--- config.mk ---
export PLATFORM = sky130hd
export DESIGN_NAME = d_phy_clk_lane_ctrl
export DESIGN_NICKNAME = d
export VERILOG_FILES = /design/src/rtl/d_phy_pkg.sv /design/src/rtl/d_phy_phase_timer.sv /design/src/rtl/d_phy_clk_lane_ctrl.sv
export SDC_FILE = /design/constraint.sdc
export NUM_CORES = 1
export LEC_CHECK = 0
export CAP_MARGIN = 20
export CELL_PAD_IN_SITES_DETAIL_PLACEMENT = 0
export CELL_PAD_IN_SITES_GLOBAL_PLACEMENT = 2
export CORE_ASPECT_RATIO = 2
export CORE_MARGIN = 2
export CORE_UTILIZATION = 33
export CTS_CLUSTER_DIAMETER = 120
export CTS_CLUSTER_SIZE = 40
export DETAILED_ROUTE_END_ITERATION = 16
export HOLD_SLACK_MARGIN = 0.08
export PLACE_DENSITY_LB_ADDON = 0.1
export SLEW_MARGIN = 25
export SYNTH_ARGS = -nofsm -noshare
export SYNTH_HDL_FRONTEND = slang
export SYNTH_SLANG_ARGS = --single-unit
--- constraint.sdc ---
create_clock -name hs_tx_word_clk -period 7.4 [get_ports hs_tx_word_clk]
set_input_delay 1.48 -clock hs_tx_word_clk [delete_from_list [all_inputs] [get_ports hs_tx_word_clk]]
set_output_delay 1.48 -clock hs_tx_word_clk [all_outputs]
set_load 0.005 [all_outputs]
--- src/rtl/d_phy_pkg.sv ---
// Shared definitions for the D-PHY master Clock Lane sequencer.
//
// Contents:
//   clk_lane_state_t - Clock Lane sequence states, IDLE through EXIT
//   T_*              - power-on defaults for the timing shadow registers,
//                      in word-clock cycles
//   LOW / HIGH       - single-bit line levels used when decoding LP outputs
package d_phy_pkg;

  typedef enum logic [3:0] {
    IDLE,
    LPX,
    PREPARE,
    ZERO,
    PRE,
    ACTIVE,
    POST,
    TRAIL,
    EXIT
  } clk_lane_state_t;

  localparam int T_LPX         = 2;
  localparam int T_CLK_PREPARE = 3;
  localparam int T_CLK_ZERO    = 12;
  localparam int T_CLK_PRE     = 2;
  localparam int T_CLK_POST    = 8;
  localparam int T_CLK_TRAIL   = 3;
  localparam int T_HS_EXIT     = 4;

  localparam logic LOW  = 1'b0;
  localparam logic HIGH = 1'b1;

endpackage

--- src/rtl/d_phy_phase_timer.sv ---
// Loadable down-counter that times every timed phase of the Clock Lane.
//
// Ports:
//   clk      - word clock
//   rst      - synchronous active-high reset, clears the count
//   load     - load load_val this cycle (a new phase is being entered)
//   load_val - value to load, already reduced to phase length minus one
//   zero     - count currently reads 0; the phase ends on this cycle
module d_phy_phase_timer
  import d_phy_pkg::*;
#(
  parameter int CNT_W = 8
) (
  input  logic             clk,
  input  logic             rst,
  input  logic             load,
  input  logic [CNT_W-1:0] load_val,
  output logic             zero
);

  logic [CNT_W-1:0] count_q;
  logic [CNT_W-1:0] count_d;

  // Saturates at 0 instead of wrapping, so a phase that overstays its
  // time keeps reporting expiry until the next load.
  always_comb begin
    count_d = count_q;
    if (load) begin
      count_d = load_val;
    end else if (count_q != '0) begin
      count_d = count_q - 1'b1;
    end
  end

  always_ff @(posedge clk) begin
    if (rst) begin
      count_q <= '0;
    end else begin
      count_q <= count_d;
    end
  end

  assign zero = (count_q == '0);

endmodule

--- src/rtl/d_phy_clk_lane_ctrl.sv ---
// MIPI D-PHY master Clock Lane sequencer.
// Takes HS requests from the data lanes and steps the Clock Lane through
// LP-11 -> LP-01 -> LP-00 -> HS-0 -> clock running -> trail -> LP-11.
// Once T_CLK_PRE has elapsed, it grants the data lanes (clk_ready).
//
// Ports:
//   hs_tx_word_clk - word clock; every state change happens on its rising edge
//   rst            - synchronous active-high reset, aborts straight to IDLE
//   hs_req         - per-lane HS request levels; any bit set means a request
//   cfg_t_*        - phase lengths in cycles, captured when a sequence starts
//   lp_dp, lp_dn   - LP driver levels
//   hs_tx_en       - HS driver enabled
//   hs_clk_toggle  - HS clock gate open (0 drives HS-0)
//   clk_ready      - grant to the data lanes
//   busy           - controller not in IDLE
module d_phy_clk_lane_ctrl
  import d_phy_pkg::*;
#(
  parameter int N_LANES = 4,
  parameter int CNT_W   = 8
) (
  input  logic               hs_tx_word_clk,
  input  logic               rst,
  input  logic [N_LANES-1:0] hs_req,
  input  logic [CNT_W-1:0]   cfg_t_lpx,
  input  logic [CNT_W-1:0]   cfg_t_prepare,
  input  logic [CNT_W-1:0]   cfg_t_zero,
  input  logic [CNT_W-1:0]   cfg_t_pre,
  input  logic [CNT_W-1:0]   cfg_t_post,
  input  logic [CNT_W-1:0]   cfg_t_trail,
  input  logic [CNT_W-1:0]   cfg_t_exit,
  output logic               lp_dp,
  output logic               lp_dn,
  output logic               hs_tx_en,
  output logic               hs_clk_toggle,
  output logic               clk_ready,
  output logic               busy
);

  clk_lane_state_t state_q, state_d;

  logic [CNT_W-1:0] t_lpx_q, t_lpx_d;
  logic [CNT_W-1:0] t_prepare_q, t_prepare_d;
  logic [CNT_W-1:0] t_zero_q, t_zero_d;
  logic [CNT_W-1:0] t_pre_q, t_pre_d;
  logic [CNT_W-1:0] t_post_q, t_post_d;
  logic [CNT_W-1:0] t_trail_q, t_trail_d;
  logic [CNT_W-1:0] t_exit_q, t_exit_d;

  logic lp_dp_q, lp_dp_d;
  logic lp_dn_q, lp_dn_d;
  logic hs_tx_en_q, hs_tx_en_d;
  logic hs_clk_toggle_q, hs_clk_toggle_d;
  logic clk_ready_q, clk_ready_d;
  logic busy_q, busy_d;

  logic             any_req;
  logic             start_seq;
  logic             timer_zero;
  logic             timer_load;
  logic [CNT_W-1:0] phase_cfg;
  logic [CNT_W-1:0] timer_val;

  // A cfg of 0 still produces a one-cycle phase.
  function automatic logic [CNT_W-1:0] entry_count(input logic [CNT_W-1:0] cfg);
    return (cfg == '0) ? '0 : cfg - 1'b1;
  endfunction

  assign any_req   = |hs_req;
  assign start_seq = (state_q == IDLE) && any_req;

  // Next-state logic. POST checks for a returning request before its
  // timeout, so a request on the last POST cycle still wins.
  always_comb begin
    state_d = state_q;
    case (state_q)
      IDLE:    if (any_req)    state_d = LPX;
      LPX:     if (timer_zero) state_d = PREPARE;
      PREPARE: if (timer_zero) state_d = ZERO;
      ZERO:    if (timer_zero) state_d = PRE;
      PRE:     if (timer_zero) state_d = ACTIVE;
      ACTIVE:  if (!any_req)   state_d = POST;
      POST: begin
        if (any_req) begin
          state_d = ACTIVE;
        end else if (timer_zero) begin
          state_d = TRAIL;
        end
      end
      TRAIL:   if (timer_zero) state_d = EXIT;
      EXIT:    if (timer_zero) state_d = IDLE;
      default: state_d = IDLE;
    endcase
  end

  // The shadows capture on the IDLE->LPX edge, so they only hold the new
  // values from the following cycle. The LPX count therefore comes from
  // the live input on that edge.
  always_comb begin
    t_lpx_d     = start_seq ? cfg_t_lpx     : t_lpx_q;
    t_prepare_d = start_seq ? cfg_t_prepare : t_prepare_q;
    t_zero_d    = start_seq ? cfg_t_zero    : t_zero_q;
    t_pre_d     = start_seq ? cfg_t_pre     : t_pre_q;
    t_post_d    = start_seq ? cfg_t_post    : t_post_q;
    t_trail_d   = start_seq ? cfg_t_trail   : t_trail_q;
    t_exit_d    = start_seq ? cfg_t_exit    : t_exit_q;

    phase_cfg = '0;
    case (state_d)
      LPX:     phase_cfg = start_seq ? cfg_t_lpx : t_lpx_q;
      PREPARE: phase_cfg = t_prepare_q;
      ZERO:    phase_cfg = t_zero_q;
      PRE:     phase_cfg = t_pre_q;
      POST:    phase_cfg = t_post_q;
      TRAIL:   phase_cfg = t_trail_q;
      EXIT:    phase_cfg = t_exit_q;
      default: phase_cfg = '0;
    endcase

    timer_load = (state_d != state_q);
    timer_val  = entry_count(phase_cfg);
  end

  // The outputs decode the present state and are registered, so they
  // trail the state register by one cycle.
  always_comb begin
    lp_dp_d         = LOW;
    lp_dn_d         = LOW;
    hs_tx_en_d      = LOW;
    hs_clk_toggle_d = LOW;
    clk_ready_d     = LOW;
    busy_d          = (state_q != IDLE);
    case (state_q)
      IDLE, EXIT: begin
        lp_dp_d = HIGH;
        lp_dn_d = HIGH;
      end
      LPX:     lp_dn_d = HIGH;
      PREPARE: ;
      ZERO, TRAIL: hs_tx_en_d = HIGH;
      PRE, POST: begin
        hs_tx_en_d      = HIGH;
        hs_clk_toggle_d = HIGH;
      end
      ACTIVE: begin
        hs_tx_en_d      = HIGH;
        hs_clk_toggle_d = HIGH;
        clk_ready_d     = HIGH;
      end
      default: ;
    endcase
  end

  always_ff @(posedge hs_tx_word_clk) begin
    if (rst) begin
      state_q         <= IDLE;
      t_lpx_q         <= CNT_W'(T_LPX);
      t_prepare_q     <= CNT_W'(T_CLK_PREPARE);
      t_zero_q        <= CNT_W'(T_CLK_ZERO);
      t_pre_q         <= CNT_W'(T_CLK_PRE);
      t_post_q        <= CNT_W'(T_CLK_POST);
      t_trail_q       <= CNT_W'(T_CLK_TRAIL);
      t_exit_q        <= CNT_W'(T_HS_EXIT);
      lp_dp_q         <= HIGH;
      lp_dn_q         <= HIGH;
      hs_tx_en_q      <= LOW;
      hs_clk_toggle_q <= LOW;
      clk_ready_q     <= LOW;
      busy_q          <= LOW;
    end else begin
      state_q         <= state_d;
      t_lpx_q         <= t_lpx_d;
      t_prepare_q     <= t_prepare_d;
      t_zero_q        <= t_zero_d;
      t_pre_q         <= t_pre_d;
      t_post_q        <= t_post_d;
      t_trail_q       <= t_trail_d;
      t_exit_q        <= t_exit_d;
      lp_dp_q         <= lp_dp_d;
      lp_dn_q         <= lp_dn_d;
      hs_tx_en_q      <= hs_tx_en_d;
      hs_clk_toggle_q <= hs_clk_toggle_d;
      clk_ready_q     <= clk_ready_d;
      busy_q          <= busy_d;
    end
  end

  d_phy_phase_timer #(
    .CNT_W(CNT_W)
  ) u_timer (
    .clk      (hs_tx_word_clk),
    .rst      (rst),
    .load     (timer_load),
    .load_val (timer_val),
    .zero     (timer_zero)
  );

  assign lp_dp         = lp_dp_q;
  assign lp_dn         = lp_dn_q;
  assign hs_tx_en      = hs_tx_en_q;
  assign hs_clk_toggle = hs_clk_toggle_q;
  assign clk_ready     = clk_ready_q;
  assign busy          = busy_q;

endmodule
==> results.md <==
- Outcome: finished clean
- Diode count: 0
- Endpoints failing setup: 0
- Tot GR Track Use: 18.0%
- Top cells by area, synth: dfxtp_1, nand2_1, a21oi_1
- Worst endpoint data arrival time: approximately 4.6 ns
- Total stage count of the critical path: 10
- Hold slack: 0.454 ns
- Crit path kind: input pin to flop
- Final period util: 59.9%
- Sequential share of the synthesized area: 40.8%
- CTS tree: yes
- Static Leak: about 1.8 nW
- Largest fanout on the critical path: 10
- WHS Path Cells: 2
- Fraction of layout instances using a drive strength above 1: a little over 10%
- PwrDens: approximately 370 nW/um^2
- Cell Int Power: 1.06 mW
- Antenna Nets Post-Route: 0
- Post-synth EDFFs: 0
- Die area: 11900 sq um
- Critical Path Sink Type: flop
- Reg2reg path depth: 12
- Max Cap Viol: 0
- Grt ovf: 0
- Crit-path slowest cell: nor4_2
- Crit-path cells: clkdlybuf4s50_1 -> nor4_2 -> o21ai_0 -> o32a_1 -> mux2i_1 -> a2111oi_4 -> and4_4 -> a41oi_4 -> a22oi_1 -> nor2_1
- Total CTS buffers: 9
- Post-Route WL: 10400 microns
- Top-area cell type share of the netlist area: 40.8%
- Peak VDD IR: 0.133 mV
- Via count: 3262
- Top post-synthesis cells by count: nand2_1, dfxtp_1, a21oi_1
- Final Hold Fails: 0
- Nets@finish: 570
- Logic pwr share: about 44%
- Hold Buf Count CTS: 0
- FFs w/ async S/R, synth: 0%
- Critical path's top delay family: compound AO/OA/AOI/OAI gates
- Fmax: 0.226 GHz
- First-pass GRT wire length: 16600 microns
- Post-Syn Nets: 513
- DR pass1 iterations: 4
- Io pins: 68
- Htree depth: 3
- Post-layout min period: between 4 and 5 ns
- Primary FF master, synth: dfxtp_1
- Post-DP HPWL: ~7600 microns
- Worst-Margin Slew: around 0.7 ns
- Fin cells: 649
- Largest net degree at the start of global routing: 68
- Chip width: 78.2 microns
- Clock Skew: 0.00577 ns
- Crit path required time: 7.59 ns
- Post-Syn Instances: between 400 and 500
- DR WL/cell: 16.1 microns
- Min-Delay Path Class: flop to flop
- Clock Latency Late Sink: 0.33 ns
- Initial Utilization: around a third
- Worst path buffer plus inverter count: 1
- Slew Viols, Final: 0
- Drt drc: 0
- Root buf cell: clkbuf_16
- Sink Count: 74
- Critical path startpoint category: input pin
- Share of power burned in registers: 31.6%
- Clock-pin slew on the worst setup and hold paths: 0.06 ns
- Avg Cell Area, Syn: around 8 sq um
- Placer congestion estimate: 0.798
- I/O Buffers: between 60 and 70
- P_sw: roughly 0.68 mW
- Initial antenna violation count: 0
- Clk network pwr share: about a quarter
- Yosys reg bits: 74
- Placed instance count: 633
- Clock Path Buffers: 2
- Count leader, synth: nand2_1
- Vias per inst: 5.03
- Area Overhead vs Synth: 29.1%
- Core box area: 10800 sq um
- Drt first-iter violations: 130
- Setup total negative slack: 0 ns
- Area leader, netlist: dfxtp_1
- Die Ht: between 150 and 200 microns
- Sw frac: about two fifths
- Netlist cell types: 64
- Worst slew margin relative to its limit: between 50% and 60%
- Std-Cell Rows: 54
- Yosys warnings: 0
- Crit-path max cell delay: 0.64 ns
- Post-layout util: 43.4%
- Post-CTS Resized: 0
- RSZ-0062 raised after global routing: no
- Synthesized area: 3630 sq um
- Setup repair bufs after CTS: 0
- Vias in the first global route: 3234
[logic make-up after synthesis]
| group | count (synthesis) | share of synthesized area, % |
|---|---|---|
| compound gates | 109 | 21.1 |
| xor+xnor | 12 | 2.89 |
| fa+ha+maj | 4 | 1.38 |
| buf+inv | 37 | 4.30 |
| flops | 74 | 40.8 |
| mux | 14 | 3.99 |
| simple gates | 197 | 25.6 |
[routing by layer]
metal	global-route usage (%)	vias up	part of all wire, %
li1	-	1666	-
met1	19.9	1538	39
met2	33.8	52	57
met3	2.43	6	2.6
met4	7.02	0	1.0
met5	0	-	0
[cell type report]
cell class                      count  area, sq um
Clock inverter                      4         25.0
Multi-Input combinational cell    336         2000
Sequential cell                    74         1480
Clock buffer                       12          267
Inverter                           11         41.3
Timing Repair Buffer               72          703
Fill cell                        1143         6120
Tap cell                          140          175
[state kept, by name (all words and copies together) (netlist names), 4 cells and up]
register         cells
t_prepare_q          8
t_exit_q             8
t_lpx_q              8
u_timer.count_q      8
t_trail_q            8
state_q              4
t_pre_q              8
t_zero_q             8
t_post_q             8
[power groups by stage]
stage,clock (mW),sequential [mW],combinational (mW)
2_1_floorplan,0,0.535,0.598
3_5_place_dp,0,0.558,0.781
6_report,0.421,0.549,0.771
4_1_cts,0.434,0.549,0.784
5_1_grt,0.452,0.559,0.863
3_3_place_gp,0,0.556,0.775
[tightest hold or removal path, delay by kind of cell, from the launching register on]
family          cells  cell delay [ns]
flops               1             0.30
simple gates        1             0.05
compound gates      1             0.05
[cell usage in the layout, fill, tap and decap left out, types with 9 or more instances in the layout]
cell             instances
o21ai_0                 11
nor2_1                  20
a22oi_1                 10
clkdlybuf4s50_1         66
nand2_1                123
mux2i_1                 10
inv_1                   11
clkbuf_16                9
dfxtp_1                 74
nand3b_1                 9
a21oi_1                 50
[path summary, 6_finish.rpt]
path / slack [ns] / startpoint / endpoint
worst max-delay path: 2.97 / hs_req[1] / u_timer.count_q[1]
worst min-delay path: 0.45 / t_trail_q[5] / t_trail_q[5]
worst max register to register: 3.80 / u_timer.count_q[0] / u_timer.count_q[1]
worst min register to register: 0.45 / t_trail_q[5] / t_trail_q[5]
[stage by stage]
stage               total power [mW]  area, sq um  setup WS [ns]
global route                    1.87         4690           2.78
global placement                1.33         4400           2.47
CTS                             1.77         4690           2.75
floorplan                       1.13         3630           3.51
detailed placement              1.34         4400           2.39
finish                          1.74         4690           2.97
Note: power is estimated with default switching activity, not from simulation.
